<file path="src/rtl/bam_pkg.sv">
// Shared types and width helpers for the broken-array multiplier family.
package bam_pkg;

    typedef enum logic [1:0] {
        IDLE = 2'd0,
        CALC = 2'd1,
        DONE = 2'd2
    } bam_state_e;

    // h_cut must encode 0..n so that "all rows cut" is representable.
    function automatic int unsigned hcut_width(input int unsigned n);
        return $clog2(n + 1);
    endfunction

    function automatic int unsigned vcut_width(input int unsigned n);
        return $clog2(2 * n);
    endfunction

endpackage

</file>
<file path="src/rtl/bam_row_gen.sv">
// Combinational partial-product row: bits with i+j < v_cut removed, shifted into place.
module bam_row_gen #(
    parameter int unsigned N  = 8,
    parameter int unsigned HW = 4,
    parameter int unsigned VW = 4
) (
    input  logic [N-1:0]   a,
    input  logic           b_bit,
    input  logic [HW-1:0]  j,
    input  logic [VW-1:0]  v_cut,
    output logic [2*N-1:0] row
);

    logic [N-1:0] mask;

    for (genvar i = 0; i < N; i++) begin : g_mask
        assign mask[i] = (32'(i) + 32'(j)) >= 32'(v_cut);
    end

    assign row = b_bit ? ({{N{1'b0}}, a & mask} << j) : '0;

endmodule

</file>
<file path="src/rtl/bam_mul_seq.sv">
// Sequential broken-array multiplier: one partial-product row per cycle, cuts sampled per bundle.
module bam_mul_seq
    import bam_pkg::*;
#(
    parameter int unsigned N  = 8,
    parameter int unsigned HW = hcut_width(N),
    parameter int unsigned VW = vcut_width(N)
) (
    input  logic           clk,
    input  logic           rst_n,
    input  logic           in_valid,
    output logic           in_ready,
    input  logic [N-1:0]   a,
    input  logic [N-1:0]   b,
    input  logic [HW-1:0]  h_cut,
    input  logic [VW-1:0]  v_cut,
    output logic           out_valid,
    input  logic           out_ready,
    output logic [2*N-1:0] p,
    output logic           busy
);

    localparam logic [HW-1:0] LastRow = HW'(N - 1);

    bam_state_e     state_q, state_d;
    logic [N-1:0]   a_q, a_d;
    logic [N-1:0]   b_q, b_d;
    logic [VW-1:0]  v_q, v_d;
    logic [HW-1:0]  j_q, j_d;
    logic [2*N-1:0] acc_q, acc_d;
    logic [2*N-1:0] p_q, p_d;

    logic [N-1:0]   b_sh;
    logic [2*N-1:0] row;
    logic           accept;

    assign b_sh = b_q >> j_q;

    bam_row_gen #(
        .N  (N),
        .HW (HW),
        .VW (VW)
    ) u_row_gen (
        .a     (a_q),
        .b_bit (b_sh[0]),
        .j     (j_q),
        .v_cut (v_q),
        .row   (row)
    );

    // in_ready is held low during reset so no bundle is taken while state is unknown.
    assign in_ready  = rst_n && (state_q == IDLE);
    assign accept    = in_valid && in_ready;
    assign out_valid = (state_q == DONE);
    assign busy      = (state_q != IDLE);
    assign p         = p_q;

    always_comb begin
        state_d = state_q;
        a_d     = a_q;
        b_d     = b_q;
        v_d     = v_q;
        j_d     = j_q;
        acc_d   = acc_q;
        p_d     = p_q;
        unique case (state_q)
            IDLE: begin
                if (accept) begin
                    a_d   = a;
                    b_d   = b;
                    v_d   = v_cut;
                    j_d   = h_cut;
                    acc_d = '0;
                    if (32'(h_cut) >= N) begin
                        state_d = DONE;
                        p_d     = '0;
                    end else begin
                        state_d = CALC;
                    end
                end
            end
            CALC: begin
                acc_d = acc_q + row;
                j_d   = j_q + 1'b1;
                if (j_q == LastRow) begin
                    state_d = DONE;
                    p_d     = acc_q + row;
                end
            end
            DONE: begin
                if (out_ready) begin
                    state_d = IDLE;
                end
            end
            default: begin
                state_d = IDLE;
            end
        endcase
    end

    always_ff @(posedge clk) begin
        if (!rst_n) begin
            state_q <= IDLE;
            a_q     <= '0;
            b_q     <= '0;
            v_q     <= '0;
            j_q     <= '0;
            acc_q   <= '0;
            p_q     <= '0;
        end else begin
            state_q <= state_d;
            a_q     <= a_d;
            b_q     <= b_d;
            v_q     <= v_d;
            j_q     <= j_d;
            acc_q   <= acc_d;
            p_q     <= p_d;
        end
    end

    // Product must hold steady while the consumer stalls.
    a_hold_stable : assert property (@(posedge clk) disable iff (!rst_n)
        (out_valid && !out_ready) |=> (out_valid && $stable(p)));

endmodule

</file>
<file path="config.mk">
export PLATFORM = sky130hd
export DESIGN_NAME = bam_mul_seq
export DESIGN_NICKNAME = d
export VERILOG_FILES = /design/src/rtl/bam_pkg.sv /design/src/rtl/bam_row_gen.sv /design/src/rtl/bam_mul_seq.sv
export SDC_FILE = /design/constraint.sdc
export NUM_CORES = 1
export LEC_CHECK = 0
export ABC_AREA = 1
export CAP_MARGIN = 15
export CELL_PAD_IN_SITES_DETAIL_PLACEMENT = 2
export CELL_PAD_IN_SITES_GLOBAL_PLACEMENT = 2
export CORE_MARGIN = 3
export CORE_UTILIZATION = 28
export DETAILED_ROUTE_END_ITERATION = 10
export HOLD_SLACK_MARGIN = 0.1
export MAX_ROUTING_LAYER = met4
export PLACE_DENSITY = 0.84
export REMOVE_ABC_BUFFERS = 1
export SLEW_MARGIN = 40
export SYNTH_ARGS = -nofsm -noshare
export SYNTH_HDL_FRONTEND = slang
export SYNTH_SLANG_ARGS = --single-unit
</file>
<file path="constraint.sdc">
create_clock -name clk -period 3.51 [get_ports clk]
set_input_delay 0.702 -clock clk [delete_from_list [all_inputs] [get_ports clk]]
set_output_delay 0.702 -clock clk [all_outputs]
set_load 0.1 [all_outputs]
</file>
# Word-level counts from Yosys, hierarchy flattened
# Index checks and enable logic that the tools add are counted.
[totals]
register_bits = 58
in_bits = 28
[op_classes]
n_addsub = 9
magnitude_cmp = 9
eq_ne = 7
shift = 2
n_mux = 14
bitwise_logic = 1
reduce_logical = 9
[ops]
columns = ["operator", "n"]
rows = [
  ["$ge 32x4->1", 7],
  ["$mux 16", 5],
  ["$pmux 16 s2", 2],
  ["$add 3x4->5 const A", 4],
  ["$add 16x16->16", 1],
  ["$shl 8x4->16", 1],
  ["$add 2x4->5 const A", 2],
  ["$and 8x8->8", 1],
  ["$mux 2", 4],
  ["$pmux 4 s2", 1],
  ["$shr 8x4->1", 1],
  ["$pmux 2 s3", 1],
  ["$add 1x4->5 const A", 1],
  ["$add 4x1->4 const B", 1],
  ["$eq 4x3->1 const B", 1],
  ["$ge 4x4->1", 1],
  ["$ge 4x4->1 const B", 1],
  ["$mux 4", 1],
  ["$ne 2x1->1 const B", 2],
  ["$ne 2x2->1 const B", 2],
  ["$reduce_and 2->1", 2],
  ["$reduce_and 4->1", 1],
  ["$reduce_bool 2->1", 2],
  ["$reduce_and 3->1", 1],
  ["other kinds (4)", 5],
]

# Depth between registers and ports, before layout
[logic_depth]
word_depth = 8
mapped_depth = 27

# Modules after synthesis
# A second synthesis with hierarchy kept.
[hier_totals]
hier_cells = 717
area_unflattened_um2 = 4599.4
[modules_own_cells]
columns = ["module", "instances", "cells_each", "area_per_inst_um2", "seq_area_each_um2"]
rows = [
  ["bam_mul_seq", 1, 457, 3096.7, 1161.1],
  ["bam_row_gen", 1, 260, 1502.7, 0.0],
]

# Least setup slack after synthesis
# OpenSTA, ideal clock, no wires.
[synth_timing]
path_kind = "register -> register"
startpoint = "register j_q[1]"
endpoint = "register acc_q[3]"
t_arrival_ns = 3.305
slack_ns = 0.073
stages_incl_launch_ff = 20
synth_period_minus_slack_ns = 3.437
cell_sequence = "dfxtp_1 > buf_2 > inv_1 > clkbuf_1 > ha_1 > ha_1 > nand2_1 > nand2_1 > nand2_1 > nand4_1 > nand3_1 > nand3_1 > nand2_1 > nor2_1 > ha_1 > or2_2 > and2_1 > or2_2 > nand3_1 > a21oi_1"
[synth_via]
elab_chain_len = 7
[synth_lines]
columns = ["element", "line", "source"]
rows = [
  ["from (decl)", "bam_mul_seq.sv:29", "logic [HW-1:0] j_q, j_d;"],
  ["from (signal assigned)", "bam_mul_seq.sv:115", "j_q <= j_d;"],
  ["$add 1x4->5 (tied with other cells)", "bam_row_gen.sv:17", "assign mask[i] = (32'(i) + 32'(j)) >= 32'(v_cut);"],
  ["$ge 32x4->1", "bam_row_gen.sv:17", ""],
  ["$and 8x8->8", "bam_row_gen.sv:20", "assign row = b_bit ? ({{N{1'b0}}, a & mask} << j) : '0;"],
  ["$shl 8x4->16", "bam_row_gen.sv:20", ""],
  ["$mux 16 (*)", "bam_row_gen.sv:20", ""],
  ["$add 16x16->16 (*)", "bam_mul_seq.sv:83", "acc_d = acc_q + row;"],
  ["$pmux 16 s2 (*)", "bam_mul_seq.sv:66", "unique case (state_q)"],
  ["to (signal assigned)", "bam_mul_seq.sv:108", "acc_q <= '0;"],
  ["to (signal assigned)", "bam_mul_seq.sv:116", "acc_q <= acc_d;"],
  ["to (decl)", "bam_mul_seq.sv:30", "logic [2*N-1:0] acc_q, acc_d;"],
]
# Mark *: on every way between the ends. The rest lies on a longest branch, timed or not.
# A chain may end at the register's enable or synchronous reset.

# Worst setup path after layout
[layout_timing]
startpoint = "register j_q[2]"
endpoint = "register p_q[6] (netlist: p[6])"
[layout_via]
elab_chain_len = 8
[layout_lines]
columns = ["element", "line", "source"]
rows = [
  ["$add 1x4->5 (tied with other cells)", "bam_row_gen.sv:17", ""],
  ["$ge 32x4->1", "bam_row_gen.sv:17", ""],
  ["$and 8x8->8", "bam_row_gen.sv:20", ""],
  ["$shl 8x4->16", "bam_row_gen.sv:20", ""],
  ["$mux 16", "bam_row_gen.sv:20", ""],
  ["$add 16x16->16", "bam_mul_seq.sv:87", "p_d = acc_q + row;"],
  ["$mux 16", "bam_mul_seq.sv:85", "if (j_q == LastRow) begin"],
  ["$pmux 16 s2", "bam_mul_seq.sv:66", ""],
  ["to (signal assigned)", "bam_mul_seq.sv:117", "p_q <= p_d;"],
  ["to (decl)", "bam_mul_seq.sv:31", "logic [2*N-1:0] p_q, p_d;"],
]
# Several ways; a longest one is shown, not always the timed one. The select of a mux whose other input is x is not followed.

==> metrics.md <==
| Metric | Value |
|---|---|
| Clock H-tree levels | 3 |
| Antenna violations before repair | 0 |
| Final instance area | 6730 sq um |
| Vertical extent of the die | 129 um |
| Fin crit share | 112% |
| Placeable core region | 14600 sq um |
| Startpoint of the worst hold path | p[1] |
| Setup repair after global routing missed its margin | yes |
| Number of antenna repair diodes | 0 |
| Dpl cells | 893 |
| Peak fanout along the critical path | 6 |
| Die Footprint | 16500 sq um |
| Critical Path End Type | flop |
| Fraction of synthesized cell area taken by the top area cell type | 27.6% |
| Worst R2R Path Depth | 23 |
| Proportion of synthesized flip-flops having asynchronous set or reset | 0% |
| Violations in the final reports | negative setup slack |
| Maximum ir drop on the vdd rail | 0.000371 V |
| Outcome | complete, but fails checks |
| Final hold vios | 0 |
| Netlist area before placement | 4210 sq um |
| Hold Path Cell Cnt | 2 |
| Global-route congestion overflow total | 0 |
| Top-Level Pins | 47 |
| Hold/Removal Path Class | reg -> reg |
| Non-filler cells in the finished layout | 936 |
| All-Layer GR Usage | 25.2% |
| Number of nets with antenna violations after detailed routing | 0 |
| Power density of the placed cells | 611 nW/um^2 |
| Routed via count | 5490 |
| Synthesized instance count | 653 |
| Worst slew pin tran | 695 ps |
| TritonCTS clock tree | done |
| Count of state elements after synthesis | 58 |
| Number of buffers and inverters on the critical path | 4 |
| Hold-fix buffer count after cts | 0 |
| Worst Slack Setup Final | -418 ps |
| Synthesized area per cell | 6.45 sq um |
| Synthesis-to-layout area growth | 59.7% |
| Number of enable flip-flop cells after synthesis | 0 |
| Count of routing violations after the opening detailed-route iteration | 393 |
| Routability congestion estimate from global placement | 0.862 |
| Core utilization of the finished layout | 45.9% |
| Sink Count | 58 |
| Critical-path cell list | buf_12 -> ha_1 -> a21oi_2 -> xor2_1 -> inv_1 -> ha_4 -> nand2_2 -> inv_2 -> nand2_1 -> nand4_1 -> nand3_2 -> nand3_2 -> nand2_1 -> nor2_2 -> ha_4 -> nand2_2 -> nand2_1 -> nand2_2 -> nand3_4 -> a21oi_2 -> o21ai_0 -> buf_4 -> a21oi_1 |
| Worst r2r dst | p[6] |
| Startpoint kind of the worst setup timing path | flop |
| Area after detailed placement | 4950 sq um |
| Quantity of I/O buffers inserted on ports | 46 |
| Most frequent cells after synthesis | sky130_fd_sc_hd__nand2_1, sky130_fd_sc_hd__nand3_1, sky130_fd_sc_hd__inv_1, sky130_fd_sc_hd__a21oi_1, sky130_fd_sc_hd__dfxtp_1 |
| Final net count | 825 |
| Worst setup slack after placement | -202 ps |
| Sequential fraction of the synthesis area | 27.6% |
| Most common flop cell mapped by yosys | sky130_fd_sc_hd__dfxtp_1 |
| Cell with the biggest individual delay on the critical path | sky130_fd_sc_hd__dfxtp_4 |
| Kind of critical path | reg -> reg |
| Clock buffer depth | 2 |
| Ranking of synthesized cells by area | sky130_fd_sc_hd__dfxtp_1, sky130_fd_sc_hd__nand2_1, sky130_fd_sc_hd__ha_1, sky130_fd_sc_hd__nand3_1, sky130_fd_sc_hd__a21oi_1 |
| Required time worst endpoint | 3790 ps |
| Cell type group with the largest total delay on the critical path | simple AND/OR/NAND/NOR gates |
| Hold EP | p[1] |
| Reg-to-reg setup timing slack | -420 ps |
| Maximum number of pins on one net before global-route repair | 37 |
| Maximum cell stage delay along the critical path | 370 ps |
| Time the worst path needs with I/O delays and setup | 3930 ps |
| Post-DP HPWL | 12200 um |
| Wire length of the first global-routing pass | 31900 um |
| Count of endpoints failing setup in the final report | 27 |
| Number of buffers created by CTS | 9 |
| Horizontal extent of the die | 129 um |
| Synth warnings | 0 |
| Final worst clock skew | 9.67 ps |
| Cell type with the largest total area after synthesis | sky130_fd_sc_hd__dfxtp_1 |
| Ratio of cells with drive above 1 in the final layout | 46.4% |
| DR vias/cell | 5.87 |
| Total negative slack | -6320 ps |
| Tightest slew margin relative to the limit | 53.6% |
| FF-to-FF Start | j_q[2] |
| Distinct cell type count of the synthesized netlist | 29 |
| Number of slew-limit violations in the final report | 0 |
| Design Power | 4.11 mW |
| Timing-limited maximum frequency | 255 MHz |
| Tightest hold margin | 470 ps |
| Number of remaining DRC errors | 0 |
| Final routed wire length divided by cell count | 29.4 um |
| Wirelength, routed | 27500 um |
| Leakage component of the power | 3.10 nW |
| Max-cap violations | 0 |
| Number of global-route vias before repair | 5650 |
| Clock insertion delay at the later pin of the skew report | 360 ps |
| DR pass1 iterations | 5 |
| Most instantiated library cell after synthesis | sky130_fd_sc_hd__nand2_1 |
| Clock edge transition at the registers on the reported setup and hold paths | 60 ps |
| Worst EP arrival | 4200 ps |
| Number of standard-cell rows in the floorplan | 44 |
| Clock root cell | sky130_fd_sc_hd__clkbuf_16 |
| Initial Utilization | 28.8% |
==> flip-flops by register name, summed over array words and instances (netlist names) <==
name,count
acc_q,16
v_q,4
state_q,2
j_q,4
p,16
a_q,8
b_q,8
==> kinds of logic after synthesis <==
family | count (synthesis) | synth area share (%)
AOI/OAI and AO/OA | 107 | 12.9
xor gates and xnor gates | 6 | 1.25
adders and majority gates | 48 | 14.4
buffers and inverters | 109 | 10.6
DFF | 58 | 27.6
and+or+nand+nor | 325 | 33.2
==> layout by cell type (no fill, tap or decap), types with 5 or more instances in the layout <==
master                              n
sky130_fd_sc_hd__buf_4             61
sky130_fd_sc_hd__o21ai_0           28
sky130_fd_sc_hd__dfxtp_1           55
sky130_fd_sc_hd__inv_1             57
sky130_fd_sc_hd__nand2_4           23
sky130_fd_sc_hd__nor2_4             6
sky130_fd_sc_hd__nand4_1            9
sky130_fd_sc_hd__nand2_1          103
sky130_fd_sc_hd__buf_2             15
sky130_fd_sc_hd__nand3_1           32
sky130_fd_sc_hd__nand2_2           60
sky130_fd_sc_hd__a21oi_1           42
sky130_fd_sc_hd__inv_4              5
sky130_fd_sc_hd__nor2_2             9
sky130_fd_sc_hd__clkdlybuf4s50_1   27
sky130_fd_sc_hd__nand3_2           54
sky130_fd_sc_hd__nor2_1            12
sky130_fd_sc_hd__ha_1              18
sky130_fd_sc_hd__clkbuf_16          9
sky130_fd_sc_hd__inv_2             21
sky130_fd_sc_hd__ha_4              27
sky130_fd_sc_hd__a21oi_2           23
==> final cells by class <==
class	count	area, sq um
Fill cell	1615	7920
Multi-Input combinational cell	486	3840
Sequential cell	58	1170
Timing Repair Buffer	108	877
Inverter	86	344
Clock buffer	11	243
Tap cell	184	230
Clock inverter	3	17.5
==> worst max path at each step <==
stage,from,to,slack (ps),depth (start not counted)
finish,j_q[2],p[6],-420,23
global route,j_q[2],p[10],-490,24
CTS,j_q[2],acc_q[8],-4,22
detailed placement,j_q[2],acc_q[6],-200,20
global placement,j_q[2],p[6],3,20
floorplan,j_q[1],acc_q[15],-70,24
==> report_power, final <==
group / internal (mW) / switching (mW)
Clock: 0.487 / 0.375
Sequential: 0.764 / 0.0983
Combinational: 0.683 / 1.71
==> repair_timing <==
item / 4_1_cts / 5_1_grt
buffers inserted: 4 / 25
pin swaps: 5 / 90
endpoints found under the setup margin: 24 / 28
resized for setup: 34 / 279
==> worst min-delay path: stages, from the launching register on <==
cell,delay [ps]
sky130_fd_sc_hd__dfxtp_1,310
sky130_fd_sc_hd__nand2_1,60
sky130_fd_sc_hd__a21oi_1,60
==> per-layer routing <==
| metal | routed length [um] | GRT usage, % |
|---|---|---|
| met1 | 11000 | 29.2 |
| met2 | 13400 | 43.6 |
| met3 | 1680 | 4.19 |
| met4 | 1380 | 9.64 |
| met5 | 0 | - |
Note: power is estimated with default switching activity, not from simulation.
